## config.mk

```make
export PLATFORM = sky130hd
export DESIGN_NAME = console_tx
export DESIGN_NICKNAME = d
export VERILOG_FILES = /design/src/rtl/console_pkg.sv /design/src/rtl/sync_fifo.sv /design/src/rtl/console_tx.sv
export SDC_FILE = /design/constraint.sdc
export NUM_CORES = 1
export LEC_CHECK = 0
export ABC_AREA = 1
export CAP_MARGIN = 20
export CORE_MARGIN = 2
export CORE_UTILIZATION = 43
export DETAILED_ROUTE_END_ITERATION = 10
export HOLD_SLACK_MARGIN = 0.03
export PLACE_DENSITY = 0.8
export SLEW_MARGIN = 20
export SYNTH_ARGS = -nofsm -noshare
export SYNTH_HDL_FRONTEND = slang
export SYNTH_SLANG_ARGS = --single-unit
```

## constraint.sdc

```tcl
create_clock -name clk -period 2.12 [get_ports clk]
set_input_delay 0.636 -clock clk [delete_from_list [all_inputs] [get_ports clk]]
set_output_delay 0.636 -clock clk [all_outputs]
set_load 0.02 [all_outputs]
```

## src/rtl/console_pkg.sv

```systemverilog
// Shared types and register map for the memory-mapped console transmitter.
package console_pkg;

  typedef enum logic [1:0] {
    IDLE  = 2'd0,
    START = 2'd1,
    DATA  = 2'd2,
    STOP  = 2'd3
  } tx_state_t;

  localparam logic [31:0] OFF_DATA   = 32'h0000_0000;
  localparam logic [31:0] OFF_STATUS = 32'h0000_0004;

  localparam int unsigned ST_BUSY = 0;
  localparam int unsigned ST_FULL = 1;
  localparam int unsigned ST_OVF  = 2;

  localparam int unsigned BYTE_W    = 8;
  localparam int unsigned BIT_CNT_W = 3;

endpackage

```

## src/rtl/sync_fifo.sv

```systemverilog
// Single-clock first-word-fall-through FIFO; pushes while full and pops while empty are ignored.
module sync_fifo #(
  parameter int unsigned WIDTH = 8,
  parameter int unsigned DEPTH = 4
) (
  input  logic             clk,
  input  logic             rst,
  input  logic             push,
  input  logic             pop,
  input  logic [WIDTH-1:0] din,
  output logic [WIDTH-1:0] dout,
  output logic             full,
  output logic             empty
);

  localparam int unsigned AW = $clog2(DEPTH);

  logic [AW:0]      wr_ptr_q, wr_ptr_d;
  logic [AW:0]      rd_ptr_q, rd_ptr_d;
  logic [WIDTH-1:0] mem_q [DEPTH];
  logic [WIDTH-1:0] mem_d [DEPTH];

  // Extra pointer MSB distinguishes full from empty when the indices match.
  assign empty = (wr_ptr_q == rd_ptr_q);
  assign full  = (wr_ptr_q[AW] != rd_ptr_q[AW]) &&
                 (wr_ptr_q[AW-1:0] == rd_ptr_q[AW-1:0]);
  assign dout  = mem_q[rd_ptr_q[AW-1:0]];

  always_comb begin
    wr_ptr_d = wr_ptr_q;
    rd_ptr_d = rd_ptr_q;
    mem_d    = mem_q;
    if (push && !full) begin
      mem_d[wr_ptr_q[AW-1:0]] = din;
      wr_ptr_d = wr_ptr_q + (AW+1)'(1);
    end
    if (pop && !empty) begin
      rd_ptr_d = rd_ptr_q + (AW+1)'(1);
    end
  end

  always_ff @(posedge clk) begin
    if (rst) begin
      wr_ptr_q <= '0;
      rd_ptr_q <= '0;
    end else begin
      wr_ptr_q <= wr_ptr_d;
      rd_ptr_q <= rd_ptr_d;
    end
  end

  always_ff @(posedge clk) begin
    mem_q <= mem_d;
  end

endmodule

```

## src/rtl/console_tx.sv

```systemverilog
// Console transmitter: DATA/STATUS register decode, byte FIFO and an 8N1 UART serializer.
module console_tx
  import console_pkg::*;
#(
  parameter int unsigned CLK_DIV    = 16,
  parameter int unsigned FIFO_DEPTH = 4,
  parameter logic [31:0] BASE_ADDR  = 32'h0000_0400
) (
  input  logic        clk,
  input  logic        rst,
  input  logic        we,
  input  logic [31:0] addr,
  input  logic [31:0] wdata,
  output logic [31:0] rdata,
  output logic        tx
);

  localparam int unsigned DIV_W = (CLK_DIV > 2) ? $clog2(CLK_DIV) : 1;
  localparam logic [DIV_W-1:0] DIV_LAST = DIV_W'(CLK_DIV - 1);

  tx_state_t             state_q, state_d;
  logic [DIV_W-1:0]      div_q, div_d;
  logic [BIT_CNT_W-1:0]  bit_q, bit_d;
  logic [BYTE_W-1:0]     shreg_q, shreg_d;
  logic                  tx_q, tx_d;
  logic                  ovf_q, ovf_d;

  logic                  sel_data, sel_status;
  logic                  data_wr, status_wr;
  logic                  fifo_pop, fifo_full, fifo_empty;
  logic [BYTE_W-1:0]     fifo_dout;
  logic                  busy, div_end;
  logic                  unused_wdata;

  assign sel_data     = (addr == BASE_ADDR + OFF_DATA);
  assign sel_status   = (addr == BASE_ADDR + OFF_STATUS);
  assign data_wr      = we && sel_data;
  assign status_wr    = we && sel_status;
  assign busy         = !fifo_empty || (state_q != IDLE);
  assign div_end      = (div_q == DIV_LAST);
  assign unused_wdata = ^wdata[31:BYTE_W];

  sync_fifo #(
    .WIDTH (BYTE_W),
    .DEPTH (FIFO_DEPTH)
  ) u_fifo (
    .clk   (clk),
    .rst   (rst),
    .push  (data_wr),
    .pop   (fifo_pop),
    .din   (wdata[BYTE_W-1:0]),
    .dout  (fifo_dout),
    .full  (fifo_full),
    .empty (fifo_empty)
  );

  // Sticky overflow: a dropped push sets it and wins over a same-cycle clear.
  always_comb begin
    ovf_d = ovf_q;
    if (status_wr && wdata[ST_OVF]) ovf_d = 1'b0;
    if (data_wr && fifo_full)       ovf_d = 1'b1;
  end

  always_comb begin
    rdata = '0;
    if (sel_status) begin
      rdata[ST_BUSY] = busy;
      rdata[ST_FULL] = fifo_full;
      rdata[ST_OVF]  = ovf_q;
    end
  end

  always_ff @(posedge clk) begin
    if (rst) begin
      state_q <= IDLE;
      div_q   <= '0;
      bit_q   <= '0;
      shreg_q <= '0;
      tx_q    <= 1'b1;
      ovf_q   <= 1'b0;
    end else begin
      state_q <= state_d;
      div_q   <= div_d;
      bit_q   <= bit_d;
      shreg_q <= shreg_d;
      tx_q    <= tx_d;
      ovf_q   <= ovf_d;
    end
  end

  always_comb begin
    state_d  = state_q;
    div_d    = div_q;
    bit_d    = bit_q;
    shreg_d  = shreg_q;
    fifo_pop = 1'b0;
    case (state_q)
      IDLE: begin
        if (!fifo_empty) begin
          fifo_pop = 1'b1;
          shreg_d  = fifo_dout;
          div_d    = '0;
          bit_d    = '0;
          state_d  = START;
        end
      end
      START: begin
        if (div_end) begin
          div_d   = '0;
          bit_d   = '0;
          state_d = DATA;
        end else begin
          div_d = div_q + DIV_W'(1);
        end
      end
      DATA: begin
        if (div_end) begin
          div_d   = '0;
          shreg_d = {1'b0, shreg_q[BYTE_W-1:1]};
          if (bit_q == BIT_CNT_W'(BYTE_W - 1)) begin
            bit_d   = '0;
            state_d = STOP;
          end else begin
            bit_d = bit_q + BIT_CNT_W'(1);
          end
        end else begin
          div_d = div_q + DIV_W'(1);
        end
      end
      STOP: begin
        if (div_end) begin
          div_d = '0;
          // Chain straight into the next start bit when a byte is waiting.
          if (!fifo_empty) begin
            fifo_pop = 1'b1;
            shreg_d  = fifo_dout;
            state_d  = START;
          end else begin
            state_d = IDLE;
          end
        end else begin
          div_d = div_q + DIV_W'(1);
        end
      end
      default: state_d = IDLE;
    endcase
  end

  // Line level is decoded from the upcoming state so the registered tx tracks state_q.
  always_comb begin
    tx_d = 1'b1;
    case (state_d)
      START:   tx_d = 1'b0;
      DATA:    tx_d = shreg_d[0];
      default: tx_d = 1'b1;
    endcase
  end

  assign tx = tx_q;

endmodule
```

## Word level (Yosys, flattened, before mapping)

Cells that the tools add are included.

- Bitwise operators: 2
- Muxes and demuxes: 32
- Add/sub/neg operators: 4
- Equal/unequal tests: 16
- Magnitude comparators: 3
- Reduce and logical (&&, ||, !) cells: 19

Operators by type and width:

| operator | count |
|---|---|
| equality test 32 x 11 -> 1 bit (second input constant) | 2 |
| two-way mux 8 bit | 6 |
| bitwise mux 32 bit | 1 |
| case mux 8 bit (3 select lines) | 1 |
| binary-select mux 8 bit (select 2 bit) | 1 |
| demux 8 bit (select 2 bit) | 1 |
| two-way mux 3 bit | 5 |
| two-way mux 2 bit | 5 |
| adder 3 x 1 -> 3 bit (second input constant) | 3 |
| case mux 3 bit (3 select lines) | 1 |
| logical AND 1 bit | 8 |
| two-way mux 4 bit | 2 |
| != test 2 bit (second input constant) | 4 |
| case mux 2 bit (4 select lines) | 1 |
| case mux 4 bit (2 select lines) | 1 |
| equality test 2 bit (second input constant) | 3 |
| >= comparator 3 bit (second input constant) | 2 |
| NOT 2 -> 3 bit | 2 |
| nonzero test 3 bit | 2 |
| two-way mux 1 bit | 5 |
| adder 4 x 1 -> 4 bit (second input constant) | 1 |
| equality test 2 x 1 -> 1 bit (second input constant) | 2 |
| equality test 4 bit (second input constant) | 1 |
| case mux 1 bit (2 select lines) | 2 |
| other kinds (12) | 14 |

- Output and inout port bits: 33
- Flip-flop bits (word level): 57
- Input port bits: 67

## Logic depth before layout (Yosys ltp)

Gate-level depths: netlist (run 1).

- Word-level depth: 8
- Gate-level depth with buffers: 12
- Depth with buffers taken out: 12

## Modules after synthesis

Synthesis (run 1) repeated with hierarchy kept, for this count alone.

- Cells, all modules: 419
- Area, all modules: 3,414.5 um^2

Modules (own cells, without submodules):

| module | sequential area each (um^2) | area an instance (um^2) | cells each | instances |
|---|---|---|---|---|
| console_tx | 380.4 | 1,770.4 | 272 | 1 |
| sync_fifo | 1,081.0 | 1,644.1 | 147 | 1 |

## Worst setup path after synthesis (run 1)

OpenSTA, ideal clock, no wires.

- Path kind: input to output
- From: input addr[28]
- To: output rdata[0]
- Data arrival time: 1.523 ns
- Cell stages on the path: 7
- Slack: -0.039 ns
- Path buffers: 0
- Cells stage by stage: nor2_1 -> nand2_1 -> nor2_1 -> nand2_1 -> nor2_1 -> nand2_1 -> nor2_1

- Word-level cells in the longest chain between the ends: 2

Ends and longest elaborated chain:

| what | RTL line | text |
|---|---|---|
| start: declaration | console_tx.sv:12 | `input logic [31:0] addr,` |
| equality test 32 x 11 -> 1 bit | console_tx.sv:36 | `assign sel_status = (addr == BASE_ADDR + OFF_STATUS);` |
| two-way mux 3 bit | console_tx.sv:66 | `if (sel_status) begin` |
| end: declaration | console_tx.sv:14 | `output logic [31:0] rdata,` |

No other way between the ends.

## Final worst setup path (run 1)

- From: input addr[4]
- To: output rdata[1]

The elaborated chain is that of the path after synthesis.

==> results.py, run 1 <==
metrics = {
    "synthesis": {
        "ys_ff_latch": 57,
        "synth_ff_type": "edfxtp_1",
        "ys_seq_area_frac": 0.446,
        "synth_top_area_frac": 0.293,
        "synth_top_cells_by_count": "nand2_1, nor2_1, edfxtp_1",
        "synth-edff-count": 32,
        "syn_inst": 418,
        "synthDistinctLibCells": 31,
        "yosysMostFrequentCell": "nand2_1",
        "ys_warn_count": 0,
        "ys_top_cells_by_area": "edfxtp_1, dfxtp_1, nand2_1",
        "ys_async_sr_fraction": 0,
        "yosysTopAreaCell": "edfxtp_1",
        "synth.avg_cell_area_um2": 7.84,
        "mappedNetlistArea_um2": 3280,
    },
    "power_and_ir_drop": {
        "seqPwrFrac": 0.323,
        "p_clk_frac": 0.246,
        "power.switching_mw": 1.66,
        "pwr-share-comb": 0.431,
        "power_density_nw_per_um2": 961,
        "intPower_mw": 2.57,
        "swShare": 0.393,
        "p_total_mw": 4.23,
        "peakVddDrop_uv": 735,
        "p_leak_nw": 1.95,
    },
    "global_route": {
        "globalRouteOverflowTotal": 0,
        "grt_usage": 0.205,
        "grt_pass1_wl_um": 13500,
        "antenna_found_initial": 0,
        "grt_max_degree": 18,
        "grt_pass1_vias": 3087,
    },
    "layout": {
        "multiInputGateArea_um2": 1610,
        "drive_gt1_frac": 0.280,
        "fill_cells": 601,
        "post-route-cell-area_um2": 4400,
        "area_delta_synth_final_pct": 34.3,
        "nets": 611,
        "diodes": 0,
        "register_area_um2": 1460,
    },
    "clock_tree": {
        "cts-htree-levels": 3,
        "numCtsBuffers": 9,
        "clk_path_buf_depth": 2,
        "cts_tree": "yes",
        "path_clk_slew_ns": 0.07,
        "worstSkewPairLatency_ns": 0.35,
        "cts-root-buf": "clkbuf_8",
        "cts.sinks": 57,
    },
    "routing": {
        "ant_nets": 0,
        "avgRoutedWirePerCell_um": 13.2,
        "totalWireLength_um": 8380,
        "via_count": 3101,
        "drt-pass1-iter-count": 4,
        "vias_per_cell": 4.89,
        "drt_iter0_drc": 166,
        "drc": 0,
    },
    "sta": {
        "maxSlewViolCount": 0,
        "setup_viol": 3,
        "period_minus_slack_ns": 2.25,
        "rsz0062_at_grt": "true",
        "fin_setup_tns_ns": -0.350,
        "finalHoldViolCount": 0,
        "hold_slack_ns": 0.477,
        "setup_slack_ns": -0.127,
        "period_share": 1.06,
        "skew_ns": 0.00699,
        "fmax_mhz": 445,
    },
    "die": {
        "die_h_um": 91.3,
        "core_um2": 7330,
        "die_x_um": 91.3,
        "num_rows": 31,
        "start_util": 0.447,
        "die_area_um2": 8330,
        "boundaryPins": 100,
    },
    "setup_path": {
        "cp_max_fo": 3,
        "path_class": "primary input to output pin",
        "critPathCaptureType": "output pin",
        "start_kind": "primary input",
        "cp.required_ns": 1.48,
        "ff2ff_setup_slack_ns": 0.15,
        "cp_data_arrival_time_ns": 1.61,
    },
    "placement": {
        "dp_hpwl_um": 5350,
        "gp_congestion": 0.823,
        "port_buffers": 46,
        "placed_area_um2": 3980,
    },
    "worst_hold_path": {
        "hold_path.class": "flip-flop to flip-flop",
    },
    "outcome": {
        "outcome": "finished with violations",
        "violations": "negative setup slack",
    },
    "job": {
        "maxCapViolations": 0,
    },
}
[placed cells by master (no fill, tap or decap), drive strengths merged]
cell type      Yosys  layout
ha                14      14
conb               1      29
or2                1       1
a22o               1       1
inv               34      36
dfxtp             25      25
nand3b             3       3
nand3             26      26
clkbuf             2      10
xor2               2       2
o21ai             16      16
clkinv             0       4
nor2              62      62
nand2            127     127
o21bai             1       1
a21oi             24      24
edfxtp            32      32
o21a               1       1
bufinv             0       1
nor3               2       2
clkdlybuf4s50      0      12
buf               34      96
nand4             10      10
[cell type report]
cell class              count  area share
clock buffers               9      0.0281
clock inverters             7      0.0179
inverters                  34      0.0296
multi-input cells         319       0.367
flip-flops and latches     57       0.332
well taps                  99      0.0281
repair buffers            109       0.198
[registers in the layout (all words and copies together), names as in the netlist]
register         count
ovf_q                1
bit_q                3
tx                   1
shreg_q              8
u_fifo.mem_q        32
state_q              2
u_fifo.wr_ptr_q      3
u_fifo.rd_ptr_q      3
div_q                4
[through the flow]
| step | setup WS [ns] | instances | utilization |
|---|---|---|---|
| after floorplan | -0.0387 | 446 | - |
| after global placement | -0.839 | 592 | 0.543 |
| after detailed placement | -0.902 | 592 | 0.543 |
| after CTS | -0.0791 | 633 | 0.583 |
| after global routing | -0.208 | 634 | 0.600 |
| final | -0.127 | 634 | 0.600 |
[critical path, stage by stage]
cell	delay [ns]
buf_2	0.11
nor2_2	0.10
nand2_1	0.08
nor2_2	0.12
nand2_1	0.09
nor2_2	0.13
nand2_2	0.10
nor2_2	0.12
buf_6	0.13
[cells by family after synthesis]
| logic type | synth area share |
|---|---|
| and+or+nand+nor | 0.304 |
| buffers and inverters | 0.121 |
| DFF | 0.446 |
| AOI/OAI and AO/OA | 0.0695 |
| adders and majority gates | 0.0535 |
| xor gates and xnor gates | 0.00535 |
| other | 0.00114 |
[repair_timing]
action                                  4_1_cts  5_1_grt
endpoints found under the hold margin         0        0
pin swaps                                    33       17
gates cloned                                  0        0
resized for setup                           140       34
endpoints found under the setup margin       35       38
buffers inserted                             25        6
hold buffers                                  0        0
[final timing paths]
| path | cells after the start | to | from |
|---|---|---|---|
| max reg2reg | 11 | tx | div_q[0] |
| min | 2 | shreg_q[0] | shreg_q[0] |
| min reg2reg | 2 | shreg_q[0] | shreg_q[0] |
| max | 9 | rdata[1] | addr[4] |
[routing by layer]
metal | share of wire | vias to the layer above | track usage
li1 | - | 1532 | -
met1 | 0.40 | 1431 | 0.221
met2 | 0.52 | 107 | 0.366
met3 | 0.042 | 31 | 0.0573
met4 | 0.038 | 0 | 0.102
met5 | 0 | - | 0
[power by group through the flow]
stage / sequential (mW) / clock [mW] / combinational (mW)
2_1_floorplan: 1.36 / 0 / 1.24
3_3_place_gp: 1.38 / 0 / 1.65
3_5_place_dp: 1.38 / 0 / 1.71
4_1_cts: 1.36 / 1.06 / 1.74
5_1_grt: 1.38 / 1.11 / 2.03
6_report: 1.37 / 1.04 / 1.83
(Power assumes the default switching activity.)
==> run 2, diff against run 1 <==
- SLEW_MARGIN: 20 -> default
==> results of run 2 <==
The final DEF is identical to that of run 1; final timing and power are the same.
==> run 3, diff against run 2 <==
- GPL_TIMING_DRIVEN: default -> 0
- TNS_END_PERCENT: default -> 1
==> results.py, run 3 (synthesis gave the netlist of run 1 again) <==
metrics = {
    "layout": {
        "drive_gt1_frac": 0.315,
        "final_common_cell": "nand2_1",
        "nets": 622,
        "area_delta_synth_final_pct": 37.2,
        "diodes": 0,
        "mostFrequentLayoutCells": "nand2_1, buf_4, nor2_1",
        "largestRegisters": "u_fifo.mem_q: 32 flops, shreg_q: 8 flops, div_q: 4 flops",
        "top_register": "u_fifo.mem_q",
        "fill_cells": 603,
        "largest_reg_flops": 32,
    },
    "outcome": {
        "violations": "negative setup slack",
        "outcome": "finished with violations",
    },
    "clock_tree": {
        "path_clk_slew_ns": 0.07,
        "cts.sinks": 57,
        "worstSkewPairLatency_ns": 0.35,
        "cts-root-buf": "clkbuf_8",
        "clk_path_buf_depth": 2,
        "cts-htree-levels": 3,
        "numCtsBuffers": 9,
        "cts_tree": "yes",
        "hold_buffers": 0,
    },
    "setup_path": {
        "crit_buf_inv": 2,
        "cp_data_arrival_time_ns": 1.59,
        "cp_max_fo": 7,
        "crit_slowest_cell": "dfxtp_1",
        "slowest_delay_ns": 0.35,
        "critPathCaptureType": "output pin",
        "crit_family": "simple AND/OR/NAND/NOR gates",
        "cp.required_ns": 1.48,
        "path_class": "flip-flop to output pin",
        "cp_cell_sequence": "inv_1 > nand2_1 > nand2_4 > nand3_4 > nor2_4 > nor2_1 > buf_4",
        "start_kind": "flip-flop",
    },
    "die": {
        "boundaryPins": 100,
        "die_h_um": 91.3,
        "die_x_um": 91.3,
        "core_um2": 7330,
        "die_area_um2": 8330,
        "num_rows": 31,
        "start_util": 0.447,
    },
    "sta": {
        "maxSlewViolCount": 0,
        "fmax_mhz": 450,
        "period_share": 1.05,
        "setup_slack_ns": -0.104,
        "tightest_slew_ns": 0.583,
        "skew_ns": 0.00785,
        "slew_headroom": 0.612,
        "setup_viol": 5,
        "period_minus_slack_ns": 2.22,
        "finalHoldViolCount": 0,
        "rsz0062_at_grt": "true",
    },
    "power_and_ir_drop": {
        "intPower_mw": 2.54,
        "power.switching_mw": 1.71,
        "p_leak_nw": 2.00,
        "p_total_mw": 4.25,
        "peakVddDrop_uv": 742,
        "seqPwrFrac": 0.324,
        "power_density_nw_per_um2": 946,
        "p_clk_frac": 0.212,
        "swShare": 0.403,
        "pwr-share-comb": 0.464,
    },
    "worst_hold_path": {
        "hold_path.class": "flip-flop to flip-flop",
    },
    "placement": {
        "dp_hpwl_um": 5160,
        "port_buffers": 45,
        "dp_slack_ns": -1.01,
        "gp_congestion": 0.872,
    },
    "job": {
        "maxCapViolations": 0,
    },
    "global_route": {
        "grt_pass1_vias": 2747,
        "antenna_found_initial": 0,
        "grt_pass1_wl_um": 12300,
        "grt_usage": 0.185,
        "grt_max_degree": 13,
        "globalRouteOverflowTotal": 0,
    },
    "routing": {
        "vias_per_cell": 4.82,
        "drc": 0,
        "drt-pass1-iter-count": 5,
        "via_count": 3110,
        "totalWireLength_um": 8400,
        "ant_nets": 0,
        "drt_iter0_drc": 170,
        "avgRoutedWirePerCell_um": 13.0,
    },
}
run 3: changes by cell type in the layout (fill, tap and decap cells not counted), sizes merged:
cell           previous run  this run
buf                      96        88
inv                      36        34
clkdlybuf4s50            12        11
clkbuf                   10        30
clkinvlp                  0         3
bufinv                    1         0
run 3: tightest hold or removal path, stage by stage, from the launching register on:
cell	delay [ns]
dfxtp_1	0.30
nand2_1	0.07
a21oi_1	0.06
run 3: worst paths after layout:
kind / from / to / slack (ns) / depth (start not counted)
setup / recovery: u_fifo.wr_ptr_q[2] / rdata[0] / -0.10 / 7
hold / removal: shreg_q[0] / shreg_q[0] / 0.47 / 2
setup reg to reg: state_q[0] / tx / 0.12 / 12
hold reg to reg: shreg_q[0] / shreg_q[0] / 0.47 / 2
run 3: final cells by class:
cell class / count / area, um^2 / area share
Tap cell: 99 / 124 / 0.0276
Sequential cell: 57 / 1470 / 0.327
Inverter: 34 / 145 / 0.0323
Clock buffer: 9 / 124 / 0.0276
Clock inverter: 7 / 53.8 / 0.0120
Timing Repair Buffer: 84 / 659 / 0.147
Multi-Input combinational cell: 319 / 1650 / 0.367
Buffer: 36 / 269 / 0.0598
run 3: per-layer routing:
| metal | wire [um] | up-vias | part of all wire | GRT usage |
|---|---|---|---|---|
| met2 | 4230 | 142 | 0.50 | 0.322 |
| met4 | 208 | 0 | 0.025 | 0.0480 |
| met1 | 3410 | 1390 | 0.41 | 0.221 |
| met3 | 552 | 23 | 0.066 | 0.0581 |
| met5 | 0 | - | 0 | 0 |
| li1 | - | 1555 | - | - |
run 3: metrics by stage:
step / TNS, ns / utilization / cells / hold slack [ns] / cell area [um^2]
floorplan: -0.116 / - / 446 / 0.439 / 3380
CTS: -4.46 / 0.584 / 628 / 0.472 / 4280
detailed placement: -29.31 / 0.540 / 590 / 0.462 / 3960
global placement: -27.62 / 0.540 / 590 / 0.452 / 3960
global route: -0.829 / 0.613 / 645 / 0.493 / 4500
finish: -0.346 / 0.613 / 645 / 0.474 / 4500
run 3: power groups by stage:
| stage | Sequential [mW] | Clock [mW] | Combinational [mW] |
|---|---|---|---|
| after floorplan | 1.36 | 0 | 1.24 |
| after global placement | 1.37 | 0 | 1.59 |
| after detailed placement | 1.37 | 0 | 1.63 |
| after CTS | 1.35 | 0.915 | 1.63 |
| after global routing | 1.39 | 0.963 | 2.19 |
| final | 1.38 | 0.902 | 1.97 |
run 3: timing repair:
| item | 4_1_cts | 5_1_grt |
|---|---|---|
| endpoints found under the setup margin | 36 | 39 |
| setup buffers | 22 | 19 |
| pin swaps | 32 | 41 |
| resized for setup | 92 | 79 |
